## src/rtl/hazard_ctrl_pkg.sv

```systemverilog
// Shared definitions for the pipeline hazard controller.
//   - Forwarding select encoding used on ForwardAE / ForwardBE.
//   - Controller FSM state encoding.
//   - Hard-wired zero register index.
package hazard_ctrl_pkg;

  // EX-stage operand source selects
  localparam logic [1:0] FWD_RF  = 2'b00;  // register file read
  localparam logic [1:0] FWD_WB  = 2'b01;  // result being written back
  localparam logic [1:0] FWD_MEM = 2'b10;  // ALU result sitting in MEM

  // x0 never carries a dependency: writes to it are discarded
  localparam logic [4:0] REG_X0 = 5'd0;

  typedef enum logic {
    ST_RUN  = 1'b0,
    ST_BUSY = 1'b1
  } state_t;

endpackage

```

## src/rtl/hazard_ctrl_fwd_unit.sv

```systemverilog
// Operand forwarding compare for one EX-stage source register.
// Ports:
//   rs_e                   source register of the EX instruction
//   rd_m, regwrite_m       destination / write enable of the MEM instruction
//   rd_w, regwrite_w       destination / write enable of the WB instruction
//   fwd_sel                FWD_MEM, FWD_WB or FWD_RF
// MEM is younger than WB, so it wins when both match.
module fwd_unit
  import hazard_ctrl_pkg::*;
(
  input  logic [4:0] rs_e,
  input  logic [4:0] rd_m,
  input  logic [4:0] rd_w,
  input  logic       regwrite_m,
  input  logic       regwrite_w,
  output logic [1:0] fwd_sel
);

  always_comb begin
    fwd_sel = FWD_RF;
    if (regwrite_m && (rd_m != REG_X0) && (rd_m == rs_e)) begin
      fwd_sel = FWD_MEM;
    end else if (regwrite_w && (rd_w != REG_X0) && (rd_w == rs_e)) begin
      fwd_sel = FWD_WB;
    end
  end

endmodule

```

## src/rtl/hazard_ctrl.sv

```systemverilog
// Central hazard / scheduling controller of the 5-stage pipeline.
// Ports:
//   clk, rst                  clock, synchronous active-high reset
//   rs1_D, rs2_D              ID-stage source registers
//   rs1_E, rs2_E, rd_E        EX-stage source / destination registers
//   load_E, mispredict_E      EX instruction is a load / resolved a mispredict
//   mdu_op_E, mdu_done        EX holds a multi-cycle MDU op / MDU result valid
//   rd_M, rd_W, regwrite_M/W  MEM / WB destinations and write enables
//   StallF/D/E, FlushD/E/M    pipeline register hold / bubble strobes
//   ForwardAE, ForwardBE      EX operand forwarding selects
//   mdu_go                    one-cycle MDU start pulse
//   mdu_err                   sticky MDU timeout flag
//   stall_cnt, flush_cnt      saturating performance counters
//   state_dbg                 current controller FSM state
//
// MDU handshake: mdu_go is a single-cycle start strobe issued in RUN when the
// EX instruction is an MDU op; the MDU answers with a single-cycle mdu_done
// while the controller is BUSY. A mdu_done outside BUSY carries no meaning
// and is ignored. If no mdu_done arrives within MDU_TIMEOUT BUSY cycles the
// op is dropped from EX and mdu_err latches.
module hazard_ctrl
  import hazard_ctrl_pkg::*;
#(
  parameter int MDU_TIMEOUT = 64,
  parameter int CNT_W       = 16
) (
  input  logic             clk,
  input  logic             rst,
  input  logic [4:0]       rs1_D,
  input  logic [4:0]       rs2_D,
  input  logic [4:0]       rs1_E,
  input  logic [4:0]       rs2_E,
  input  logic [4:0]       rd_E,
  input  logic             load_E,
  input  logic             mispredict_E,
  input  logic             mdu_op_E,
  input  logic             mdu_done,
  input  logic [4:0]       rd_M,
  input  logic [4:0]       rd_W,
  input  logic             regwrite_M,
  input  logic             regwrite_W,
  output logic             StallF,
  output logic             StallD,
  output logic             StallE,
  output logic             FlushD,
  output logic             FlushE,
  output logic             FlushM,
  output logic [1:0]       ForwardAE,
  output logic [1:0]       ForwardBE,
  output logic             mdu_go,
  output logic             mdu_err,
  output logic [CNT_W-1:0] stall_cnt,
  output logic [CNT_W-1:0] flush_cnt,
  output state_t           state_dbg
);

  localparam int            TW       = $clog2(MDU_TIMEOUT);
  localparam logic [TW-1:0] TMO_LAST = TW'(MDU_TIMEOUT - 1);

  state_t        state_q, state_d;
  logic [TW-1:0] tmo_q, tmo_d;
  logic          err_d;
  logic          lw_stall;
  logic          timeout;
  logic          mdu_hold;
  logic [1:0]    fwd_a_raw, fwd_b_raw;

  fwd_unit u_fwd_a (
    .rs_e       (rs1_E),
    .rd_m       (rd_M),
    .rd_w       (rd_W),
    .regwrite_m (regwrite_M),
    .regwrite_w (regwrite_W),
    .fwd_sel    (fwd_a_raw)
  );

  fwd_unit u_fwd_b (
    .rs_e       (rs2_E),
    .rd_m       (rd_M),
    .rd_w       (rd_W),
    .regwrite_m (regwrite_M),
    .regwrite_w (regwrite_W),
    .fwd_sel    (fwd_b_raw)
  );

  assign state_dbg = state_q;

  always_comb begin
    lw_stall = load_E && (rd_E != REG_X0) && ((rd_E == rs1_D) || (rd_E == rs2_D));
    // A done arriving in the last allowed cycle still counts as completion.
    timeout  = (state_q == ST_BUSY) && (tmo_q == TMO_LAST) && !mdu_done;
    mdu_hold = ((state_q == ST_RUN) && mdu_op_E) ||
               ((state_q == ST_BUSY) && !mdu_done && !timeout);
  end

  // Hazard strobes and forwarding selects, forced quiet while in reset
  always_comb begin
    StallF    = 1'b0;
    StallD    = 1'b0;
    StallE    = 1'b0;
    FlushD    = 1'b0;
    FlushE    = 1'b0;
    FlushM    = 1'b0;
    mdu_go    = 1'b0;
    ForwardAE = FWD_RF;
    ForwardBE = FWD_RF;
    if (!rst) begin
      ForwardAE = fwd_a_raw;
      ForwardBE = fwd_b_raw;
      mdu_go    = (state_q == ST_RUN) && mdu_op_E;
      if (mdu_hold) begin
        // Freeze everything up to EX; MEM receives bubbles meanwhile.
        StallF = 1'b1;
        StallD = 1'b1;
        StallE = 1'b1;
        FlushM = 1'b1;
      end else if (timeout) begin
        // Abandon the op: bubble ID-EX, keep the younger instructions.
        StallF = 1'b1;
        StallD = 1'b1;
        FlushE = 1'b1;
      end else if (mispredict_E) begin
        FlushD = 1'b1;
        FlushE = 1'b1;
      end else if (lw_stall) begin
        StallF = 1'b1;
        StallD = 1'b1;
        FlushE = 1'b1;
      end
    end
  end

  // FSM next state and timeout counter
  always_comb begin
    state_d = state_q;
    tmo_d   = tmo_q;
    err_d   = mdu_err;
    case (state_q)
      ST_RUN: begin
        if (mdu_op_E) begin
          state_d = ST_BUSY;
          tmo_d   = '0;
        end
      end
      ST_BUSY: begin
        if (mdu_done) begin
          state_d = ST_RUN;
        end else if (timeout) begin
          state_d = ST_RUN;
          err_d   = 1'b1;
        end else begin
          tmo_d = tmo_q + 1'b1;
        end
      end
      default: state_d = ST_RUN;
    endcase
  end

  always_ff @(posedge clk) begin
    if (rst) begin
      state_q   <= ST_RUN;
      tmo_q     <= '0;
      mdu_err   <= 1'b0;
      stall_cnt <= '0;
      flush_cnt <= '0;
    end else begin
      state_q <= state_d;
      tmo_q   <= tmo_d;
      mdu_err <= err_d;
      if (StallD && (stall_cnt != '1)) begin
        stall_cnt <= stall_cnt + 1'b1;
      end
      // FlushD is only ever raised by a mispredict
      if (FlushD && (flush_cnt != '1)) begin
        flush_cnt <= flush_cnt + 1'b1;
      end
    end
  end

endmodule

```

## config.mk

```make
export PLATFORM = sky130hd
export DESIGN_NAME = hazard_ctrl
export DESIGN_NICKNAME = d
export VERILOG_FILES = /design/src/rtl/hazard_ctrl_pkg.sv /design/src/rtl/hazard_ctrl_fwd_unit.sv /design/src/rtl/hazard_ctrl.sv
export SDC_FILE = /design/constraint.sdc
export NUM_CORES = 1
export LEC_CHECK = 0
export CAP_MARGIN = 20
export CORE_MARGIN = 4
export CORE_UTILIZATION = 40
export DETAILED_ROUTE_END_ITERATION = 8
export GPL_ROUTABILITY_DRIVEN = 0
export PLACE_DENSITY = 0.83
export SETUP_SLACK_MARGIN = 0.2
export SLEW_MARGIN = 40
export SYNTH_ARGS = -nofsm -noshare
export SYNTH_HDL_FRONTEND = slang
export SYNTH_SLANG_ARGS = --single-unit
```

## constraint.sdc

```tcl
create_clock -name clk -period 2.8 [get_ports clk]
set_input_delay 0.7 -clock clk [delete_from_list [all_inputs] [get_ports clk]]
set_output_delay 0.7 -clock clk [all_outputs]
set_load 0.03 [all_outputs]
```

# Word level (Yosys, flattened, before mapping)
# Index checks and enable logic that the tools add are counted.
# op_classes
n_reduce_logical	24
muxes	30
n_bitwise	2
eq_ne	12
addsub	3
# ops
op	count
adder 16 x 1 -> 16 bit, second input constant	2
!= test 16 bit, second input constant	2
equality test 5 bit	6
two-way mux 1 bit	21
two-way mux 6 bit	3
logical AND 1 bit	15
nonzero test 5 bit	3
one-hot mux 6 bit (2 select lines)	1
two-way mux 2 bit	4
adder 6 x 1 -> 6 bit, second input constant	1
equality test 6 bit, second input constant	1
!= test 2 bit, second input constant	3
AND reduction 3 bit	2
zero test 1 bit	2
logical OR 1 bit	2
inverter 1 bit	2
one-hot mux 1 bit (2 select lines)	1
# word_totals
regBits	40
wordCells	76
output_inout_bits	45
in_bits	43

# Depth between registers and ports, before layout
# logic_depth
word_depth	9
ltp_mapped	8
mapped_depth_nobuf	7

# Hierarchy
# Synthesis repeated with hierarchy kept, for this count alone.
# unflattened
cells_unflattened	290
hier_area_um2	2437.3
# modules_own_cells
module	n_inst	area_each_um2	cells_per_inst	seq_area_each_um2
hazard_ctrl	1	2134.5	250	800.8
fwd_unit	2	151.4	20	0.0

# Least setup slack after synthesis
# OpenSTA, ideal clock, no wires.
# synth_timing
path_type	input to output
startpoint	input port rd_M[0]
endpoint	output port ForwardAE[0]
arrival_ns	2.615
t_required_ns	2.100
n_path_buf	0
path_stages	4
path_slack_ns	-0.515
path_cell_list	or4_1 > o21ai_0 > nor3_1 > nor4_1
# synth_via
elab_chain_cells	5
word_cells_on_any_way	6
# synth_rtl
item	line	rtl
start, declared	hazard_ctrl.sv:38	input logic [4:0] rd_M,
nonzero test 5 bit	hazard_ctrl_fwd_unit.sv:21	if (regwrite_m && (rd_m != REG_X0) && (rd_m == rs_e)) begin
logical AND 1 bit	hazard_ctrl_fwd_unit.sv:21	
logical AND 1 bit *	hazard_ctrl_fwd_unit.sv:21	
two-way mux 2 bit *	hazard_ctrl_fwd_unit.sv:21	
two-way mux 2 bit *	hazard_ctrl.sv:107	if (!rst) begin
end, declared	hazard_ctrl.sv:48	output logic [1:0] ForwardAE,
# Every way passes the cells marked *; elsewhere a longest branch is shown, timed or not.

# Worst setup path after layout
# layout_timing
startpoint	input port rd_M[2]
endpoint	output port ForwardAE[0]
# The elaborated chain is that of the path after synthesis.

==> flow_metrics.py <==
metrics = {
    "placement": {
        "hpwl_um": 5230,
        "dp.cells": 469,
        "placed_area_um2": 3610,
        "portBuffers": 87,
        "dp_worst_setup_slack_ns": -0.816,
    },
    "worst_hold_path": {
        "hp-class": "flop to flop",
        "min-delay-start": "stall_cnt[9]",
    },
    "cells_and_area": {
        "register_area_um2": 801,
        "fillCellCount": 420,
        "insertedDiodeCount": 0,
        "nNetsFinal": 460,
        "stdcell_area_um2": 3970,
        "multi_input_area_um2": 1730,
        "area_delta_synth_final_pct": 65.5,
        "final_cells": 487,
        "post-route-util_pct": 70.0,
        "drive_gt1_share_pct": 28.7,
    },
    "sta": {
        "max_slew.worst_pin.slew_ns": 0.509,
        "finalWorstSetupSlack_ns": 0.00618,
        "final_max_slew_viol_count": 0,
        "max-slew-margin-rel_pct": 66.0,
        "final-setup-viol-count": 0,
        "period_needed_ns": 2.79,
        "setup_tns_ns": 0,
        "rsz0062_at_grt": "true",
        "finalCritPeriodShare_pct": 99.8,
        "hold_slack_ns": 0.498,
        "max_freq_mhz": 358,
        "finalClockSkew_ns": 0.00924,
        "hold_viol_final": 0,
    },
    "yosys": {
        "ys.flop_type": "dfxtp_1",
        "synthesis.area_um2": 2400,
        "synth_top_area_cell": "dfxtp_1",
        "syn_nets": 330,
        "synthArstFlopShare_pct": 0,
        "yosysSeqAreaShare_pct": 33.4,
        "syn_avg_cell_area_um2": 8.45,
        "netlist.area_leader.share_pct": 33.4,
        "yosysMostFrequentCell": "dfxtp_1",
        "synth_commonest_cells": "dfxtp_1 (40), nor2_1 (34), xnor2_1 (27), xor2_1 (21), nand2_1 (19)",
        "synthCells": 284,
        "ys_top_cells_by_area": "dfxtp_1 (33%), xnor2_1 (9.8%), xor2_1 (7.7%)",
        "synth_edf_count": 0,
        "yosysWarningCount": 0,
        "ys_ff_latch": 40,
        "netlist-cell-type-count": 44,
    },
    "detailed_routing": {
        "wl_per_cell_um": 14.8,
        "drc_errors": 0,
        "dr.pass1.iters": 4,
        "drt_iter0_markers": 62,
        "via_count": 2629,
        "viasPerCell": 5.40,
        "wl_um": 7230,
        "ant_nets": 0,
    },
    "worst_setup_path": {
        "r2r_start": "stall_cnt[6]",
        "startpoint": "rd_M[2]",
        "critPathMaxFanout": 3,
        "worst_setup_path_end_kind": "output pin",
        "critPathLaunchType": "primary input",
        "path_class": "primary input to output pin",
        "critPathArrivalTime_ns": 2.09,
        "crit_required_ns": 2.10,
    },
    "power_and_ir_drop": {
        "finalPower_mw": 1.41,
        "power_density_nw_per_um2": 354,
        "ir_worst_vdd_mv": 0.251,
        "power_leakage_nw": 1.49,
    },
    "floorplanning": {
        "start_util_pct": 42.3,
        "die_height_um": 85.5,
        "io-pin-count": 88,
        "rows": 27,
        "dieArea_um2": 7310,
        "die_x_um": 85.5,
        "coreArea_um2": 5680,
    },
    "global_route": {
        "grt_antenna_before_repair": 0,
        "grt_max_degree": 30,
        "grt_use_total_pct": 19.6,
        "grt_pass1_vias": 2663,
        "grt_pass1_wl_um": 11900,
        "gr-total-overflow": 0,
    },
    "clocking": {
        "clk_pin_slew_ns": 0.08,
        "cts_buffers": 5,
        "tritoncts": "done",
        "cts_max_level": 2,
        "cts_root_buf": "clkbuf_8",
        "cts.sinks": 40,
        "cts_buffer_depth": 2,
        "clk_latency_ns": 0.29,
    },
    "outcome": {
        "status": "finished, final reports clean",
    },
    "job": {
        "cap_viol_max_count": 0,
    },
}
-- timing repair --
action,4_1_cts,5_1_grt
buffers inserted,6,4
pin swaps,27,20
setup endpoints to repair,24,23
hold buffers,0,0
gates resized for setup,122,20
-- worst max-delay path, cell delays in order --
cell and delay [ns]:
buf_6 0.09, or4_4 0.52, o21ai_2 0.13, buf_6 0.13
nor3_4 0.05, nor4_4 0.29, buf_6 0.17
-- placed cells by master (no fill, tap or decap), drive strengths merged, types with 11 or more instances in the layout --
| master | n |
|---|---|
| a21oi | 17 |
| buf | 70 |
| clkdlybuf4s50 | 39 |
| dfxtp | 40 |
| dlygate4sd2 | 18 |
| nand2 | 19 |
| nand3 | 14 |
| nor2 | 34 |
| o31ai | 11 |
| or4 | 17 |
| xnor2 | 27 |
| xor2 | 21 |
-- layer usage --
layer / up-vias / share of wire (%) / wire length [um] / GRT usage [%]
met5: - / 0 / 0 / 0
met3: 14 / 5.5 / 395 / 4.17
li1: 1298 / - / - / -
met2: 75 / 54 / 3910 / 37.6
met4: 0 / 1.9 / 134 / 5.32
met1: 1242 / 39 / 2790 / 21.3
-- power breakdown --
part | switching (mW) | internal (mW)
Sequential | 0.00689 | 0.575
Clock | 0.201 | 0.291
Combinational | 0.162 | 0.172
-- worst paths after layout --
check,to,slack [ns],cells after the start
max,ForwardAE[0],0.006,7
min,stall_cnt[9],0.50,2
min reg2reg,stall_cnt[9],0.50,2
max reg2reg,stall_cnt[15],0.61,6
-- final cells by class --
| class | count | area share, % |
|---|---|---|
| multi-input cells | 228 | 43.5 |
| clock inverters | 2 | 0.976 |
| inverters | 3 | 0.283 |
| repair buffers | 136 | 30.8 |
| well taps | 72 | 2.27 |
| clock buffers | 6 | 2.08 |
| flip-flops and latches | 40 | 20.2 |
-- cells by family (layout without fill, tap and decap cells) --
kind of cell | count (synthesis) | after routing | share of synthesized area, %
AND/OR/NAND/NOR | 129 | 129 | 29.5
XOR/XNOR | 48 | 48 | 17.5
AO/OA/AOI/OAI | 45 | 45 | 13.0
flip-flops | 40 | 40 | 33.4
buffers and inverters | 16 | 147 | 3.60
adder cells (fa/ha/maj) | 3 | 3 | 1.56
multiplexers | 3 | 3 | 1.46
-- state kept, by name (all words and copies together), names as in the netlist --
register / count
state_dbg: 1
tmo_q: 6
stall_cnt: 16
flush_cnt: 16
mdu_err: 1
(Power assumes the default switching activity.)
==> RTL change 1: new RTL, same settings <==
Make the reset (`rst`) asynchronous in one clocked block. Comments in the files are not updated.
--- a/src/rtl/hazard_ctrl.sv
+++ b/src/rtl/hazard_ctrl.sv
@@ -157,5 +157,5 @@
   end
 
-  always_ff @(posedge clk) begin
+  always_ff @(posedge clk or posedge rst) begin
     if (rst) begin
       state_q   <= ST_RUN;
Formal check against the unedited RTL: differs if rst is asserted again (counterexample within 4 cycles, from zero or initial values and one cycle with rst high); with rst held inactive, the same outputs for 10 cycles.
==> RTL change 1 against the unedited design <==
Wire length down 1.8%. Clock skew decreased by 7.6 ps. Sequential cell count stayed put. Critical path depth down 2. Critical path type unchanged. Core utilization down 0.40 points. Synthesized cell count fell by 15%. Sequential share of layout area up 5.3 points. Area after synthesis decreased by 0.16%. Setup slack better by 11 ps. Final area fell by 1.2%. Global-route usage down 0.94 points.
Power is not compared: it rests on default switching activity, and its combinational part moved more than twofold at a synthesized area within 25%.
==> RTL change 1: results (changes against the unedited design) <==
- The count of instances resized after the clock tree is built is 130 (+6.6%).
- The fraction of final layout cells sized beyond drive strength 1 is 34.1% (+5.5 points).
- The final layout net count is 417 (-9.3%).
- The area share of fa/ha/maj cells after synthesis is 1.57% (+0.0024 points).
- The worst setup slack for register-to-register paths is 670 ps (+60 ps).
- The maximum clock frequency is 0.359 GHz (+0.38%).
- The sequential share of the synthesized area is 41.8% (+8.4 points).
- The power density over the cells is 559 mW/mm^2.
- The maximum number of pins on one net before global-route repair came to 28 (-6.7%).
- The sum of net half-perimeters after detailed placement is 5010 um (-4.3%).
- The synthesized-area fraction occupied by ao, oa, aoi and oai cells was 4.28% (-8.7 points).
- The number of buffers inserted by post-CTS setup repair was 7 (+1).
- The final setup TNS is 0 ps (unchanged).
- Ranked by instance count, the synthesized netlist is headed by dfrtp_1, xor2_1, xnor2_1.
- The number of library cell types mapped by synthesis is 38 (-14%).
- The global-route met2 utilization came to 31.9% (-5.7 points).
- The combined flip-flop and latch cell area is 0.00100 sq mm (+25%).
- The met3 layer usage reported by global route is 3.11% (-1.1 points).
- The headroom to the max-slew limit is 70.3% (+4.3 points).
- The mux cell area share after synthesis is 1.57% (+0.11 points).
- The clock latency reported for the late side of the worst-skew pair is 290 ps (about the same).
- The synthesized netlist net count is 287 (-13%).
- The global-route wire length before repair is 11000 um (-7.6%).
- The met1 demand-to-capacity share in global routing came to 24.2% (+2.9 points).
- The final number of setup-violating endpoints came to 0 (unchanged).
- The filler cell count in the final layout is 419 (-0.24%).
- The post-route clock skew is 1.63 ps (-7.60 ps).
- The met2 wirelength from detailed routing is 3690 um (-5.6%).
- The detailed-routing wirelength on met1 is 3060 um (+9.8%).
- The run finished with clean final reports.
- After synthesis, the cell types taking the most area are dfrtp_1, xor2_1, xnor2_1.
- The total wire length after detailed routing is 7100 um (-1.8%).
- The maximum fanout count along the critical path is 2 (-1).
- The cell area after placement is 0.00359 sq mm (-0.52%).
- The average vias per placed instance came to 5.14 (-4.8%).
- The via count of the first global-routing pass came to 2308 (-13%).
- The overall global routing resource usage is 18.6% (-0.94 points).
- The xor and xnor fraction of the mapped netlist area is 23.4% (+5.9 points).
- The number of antenna violations at the first check in global routing is 0 (unchanged).
- The share of flip-flops with an asynchronous set or reset after synthesis is 100% (+100 points).
- The smallest hold slack came to 479 ps (-18.8 ps).
- The length of routed met3 wiring is 266 um (-33%).
- The cell count after placement came to 424 (-9.6%).
- The largest registers in the layout are flush_cnt x16, stall_cnt x16, tmo_q x6.
- The post-layout instance count excluding filler cells came to 444 (-8.8%).
[RTL change 1: path summary, 6_finish.rpt]
path                         startpoint            end  cells after the start
setup / recovery               rs1_E[3]   ForwardAE[0]                      5
hold / removal                  mdu_err        mdu_err                      1
setup reg to reg           stall_cnt[0]  stall_cnt[14]                      8
hold reg to reg                 mdu_err        mdu_err                      1
max in group asynchronous           rst       tmo_q[3]                      4
min in group asynchronous           rst      state_dbg                      3
[RTL change 1: final cells by class]
cell class / instances / area share [%]
clock buffer: 6 / 2.10
clock inverter: 2 / 0.988
inverter: 5 / 0.573
multi-input combinational: 192 / 39.8
sequential: 40 / 25.5
tap: 72 / 2.29
timing repair buffer: 127 / 28.8
[RTL change 1: logic make-up after synthesis]
logic type                 after synthesis
AOI/OAI and AO/OA                       14
xor gates and xnor gates                64
adders and majority gates                3
buffers and inverters                    9
DFF                                     40
muxes                                    3
and+or+nand+nor                        108
==> RTL change 2: new RTL, same settings <==
Without the edit above. Set the package constant `REG_X0` to 5'd1 (it was 5'd0).
--- a/src/rtl/hazard_ctrl_pkg.sv
+++ b/src/rtl/hazard_ctrl_pkg.sv
@@ -11,5 +11,5 @@
 
   // x0 never carries a dependency: writes to it are discarded
-  localparam logic [4:0] REG_X0 = 5'd0;
+  localparam logic [4:0] REG_X0 = 5'd1;
 
   typedef enum logic {
Check against the original RTL: not equivalent (Yosys sat finds a counterexample within 4 cycles, from zero or initial values and one cycle with rst high).
==> RTL change 2 against the unedited design <==
Wire length is 6.5% lower. Synthesized cell count down 1.4%. Setup slack gained 20 ps. Maximum frequency rose by 0.72%. Critical endpoint is now ForwardBE[0]. Sequential cell count is the same. Die area decreased by 3.9%. Critical path type unchanged. Final area down 3.0%. Area after synthesis decreased by 4.3%. Highest routed layer unchanged. Total power fell by 7.6%.
==> RTL change 2: results (changes against the unedited design) <==
- The power in sequential cells was 587 uW (+0.9%).
- The final number of setup-violating endpoints is 0 (unchanged).
- The number of warnings printed during yosys synthesis is 0 (unchanged).
- The overall global routing resource usage is 19.6% (+0.034 points).
- The number of levels in the clock H-tree is 2 (unchanged).
- The end of the worst register-to-register path is flush_cnt[6].
- The worst setup slack before clock tree synthesis is -665 ps (+151 ps).
- The cell area after placement is 0.00349 sq mm (-3.3%).
- The global-route wire length before repair is 11300 um (-5.0%).
- Ranked by instance count, the synthesized netlist is headed by nor2_1, dfxtp_1, xnor2_1.
- The number of detailed-routing iterations run before antenna repair is 4 (unchanged).
- The slew at the pin closest to its max-slew limit was 378 ps (-131 ps).
- The number of buffers inserted by post-CTS setup repair is 4 (-2).
- The fraction of final layout cells sized beyond drive strength 1 is 29.5% (+0.78 points).
- The maximum fanout count along the critical path is 2 (-1).
- The post-layout instance count excluding filler cells is 476 (-2.3%).
- The maximum single-stage delay on the critical path is 540 ps (+20 ps).
- The mean area per synthesized cell was 8.20 sq um (-3.0%).
- The final layout net count was 449 (-2.4%).
- The beginning of the worst register-to-register path is state_dbg.
- The arrival time at the worst endpoint is 2070 ps (-20 ps).
- The share of total power in sequential cells came to 45.1% (+3.8 points).
- The number of library cell types mapped by synthesis came to 37 (-16%).
- The clock group share of total power came to 30.2% (-4.8 points).
- The smallest hold slack was 490 ps (-7.75 ps).
- The highest ir drop seen on vdd is 0.214 mV (-15%).
- The worst hold path terminates at mdu_err.
- The filler cell count in the final layout came to 439 (+4.5%).
- The synthesized netlist net count is 326 (-1.2%).
- The internal power summed over all cells came to 942 uW (-9.2%).
- The worst setup slack for register-to-register paths is 820 ps (+210 ps).
- The worst setup path endpoint is ForwardBE[0].
- The number of cells on the worst reg-to-reg path came to 7 (+1).
- The xor and xnor fraction of the mapped netlist area is 23.3% (+5.7 points).
- The share of the clock period used by the worst path after layout is 99.1% (-0.71 points).
- The sequential share of the synthesized area is 34.9% (+1.5 points).
- The static leakage is 0.00152 uW (+2.6%).
- The run finished with clean final reports.
- The sum of net half-perimeters after detailed placement is 5110 um (-2.3%).
- The via total after detailed routing is 2417 (-8.1%).
- The total wire length after detailed routing is 6760 um (-6.5%).
- The count of instances resized after the clock tree is built came to 135 (+11%).
- After synthesis, the cell types taking the most area are dfxtp_1, xnor2_1, xor2_1.
- The area share of fa/ha/maj cells after synthesis is 1.63% (+0.071 points).
- The cell count after placement was 462 (-1.5%).
- The post-route clock skew came to 6.81 ps (-2.43 ps).
- The mux cell area share after synthesis is 0.871% (-0.59 points).
- The launch instance of the worst min-delay path is mdu_err.
- The synthesized-area fraction occupied by ao, oa, aoi and oai cells is 5.07% (-7.9 points).
RTL change 2: changes by cell type after synthesis, sizes merged, moves of 4 or more:
cell   unedited run  this run
o31ai            11         1
or4              17         3
nand3            14        18
xnor2            27        39
buf               8         4
nor2             34        48
a21oi            17         7
RTL change 2: metal layers:
metal	up-vias	part of all wire, %	global-route usage, %	wire length (um)
met2	86	50	34.1	3380
met1	1115	41	23.0	2800
met3	8	7.1	5.23	479
li1	1208	-	-	-
met4	0	1.5	7.31	99
met5	-	0	0	0
RTL change 2: final cells by class:
cell class                 instances  area share, %
multi-input combinational        228           43.4
timing repair buffer             125           30.8
sequential                        40           20.8
tap                               72           2.34
clock buffer                       6           2.14
inverter                           3          0.292
clock inverter                     2          0.260
RTL change 2: cell families after synthesis:
group,count (synthesis)
simple gates,143
xor+xnor,61
flops,40
compound gates,19
buf+inv,12
fa+ha+maj,3
mux,2
RTL change 2: worst min-delay path: stages, from the launching register on:
cell,delay (ps)
dfxtp_1,340
a21oi_1,50
nor2_1,70
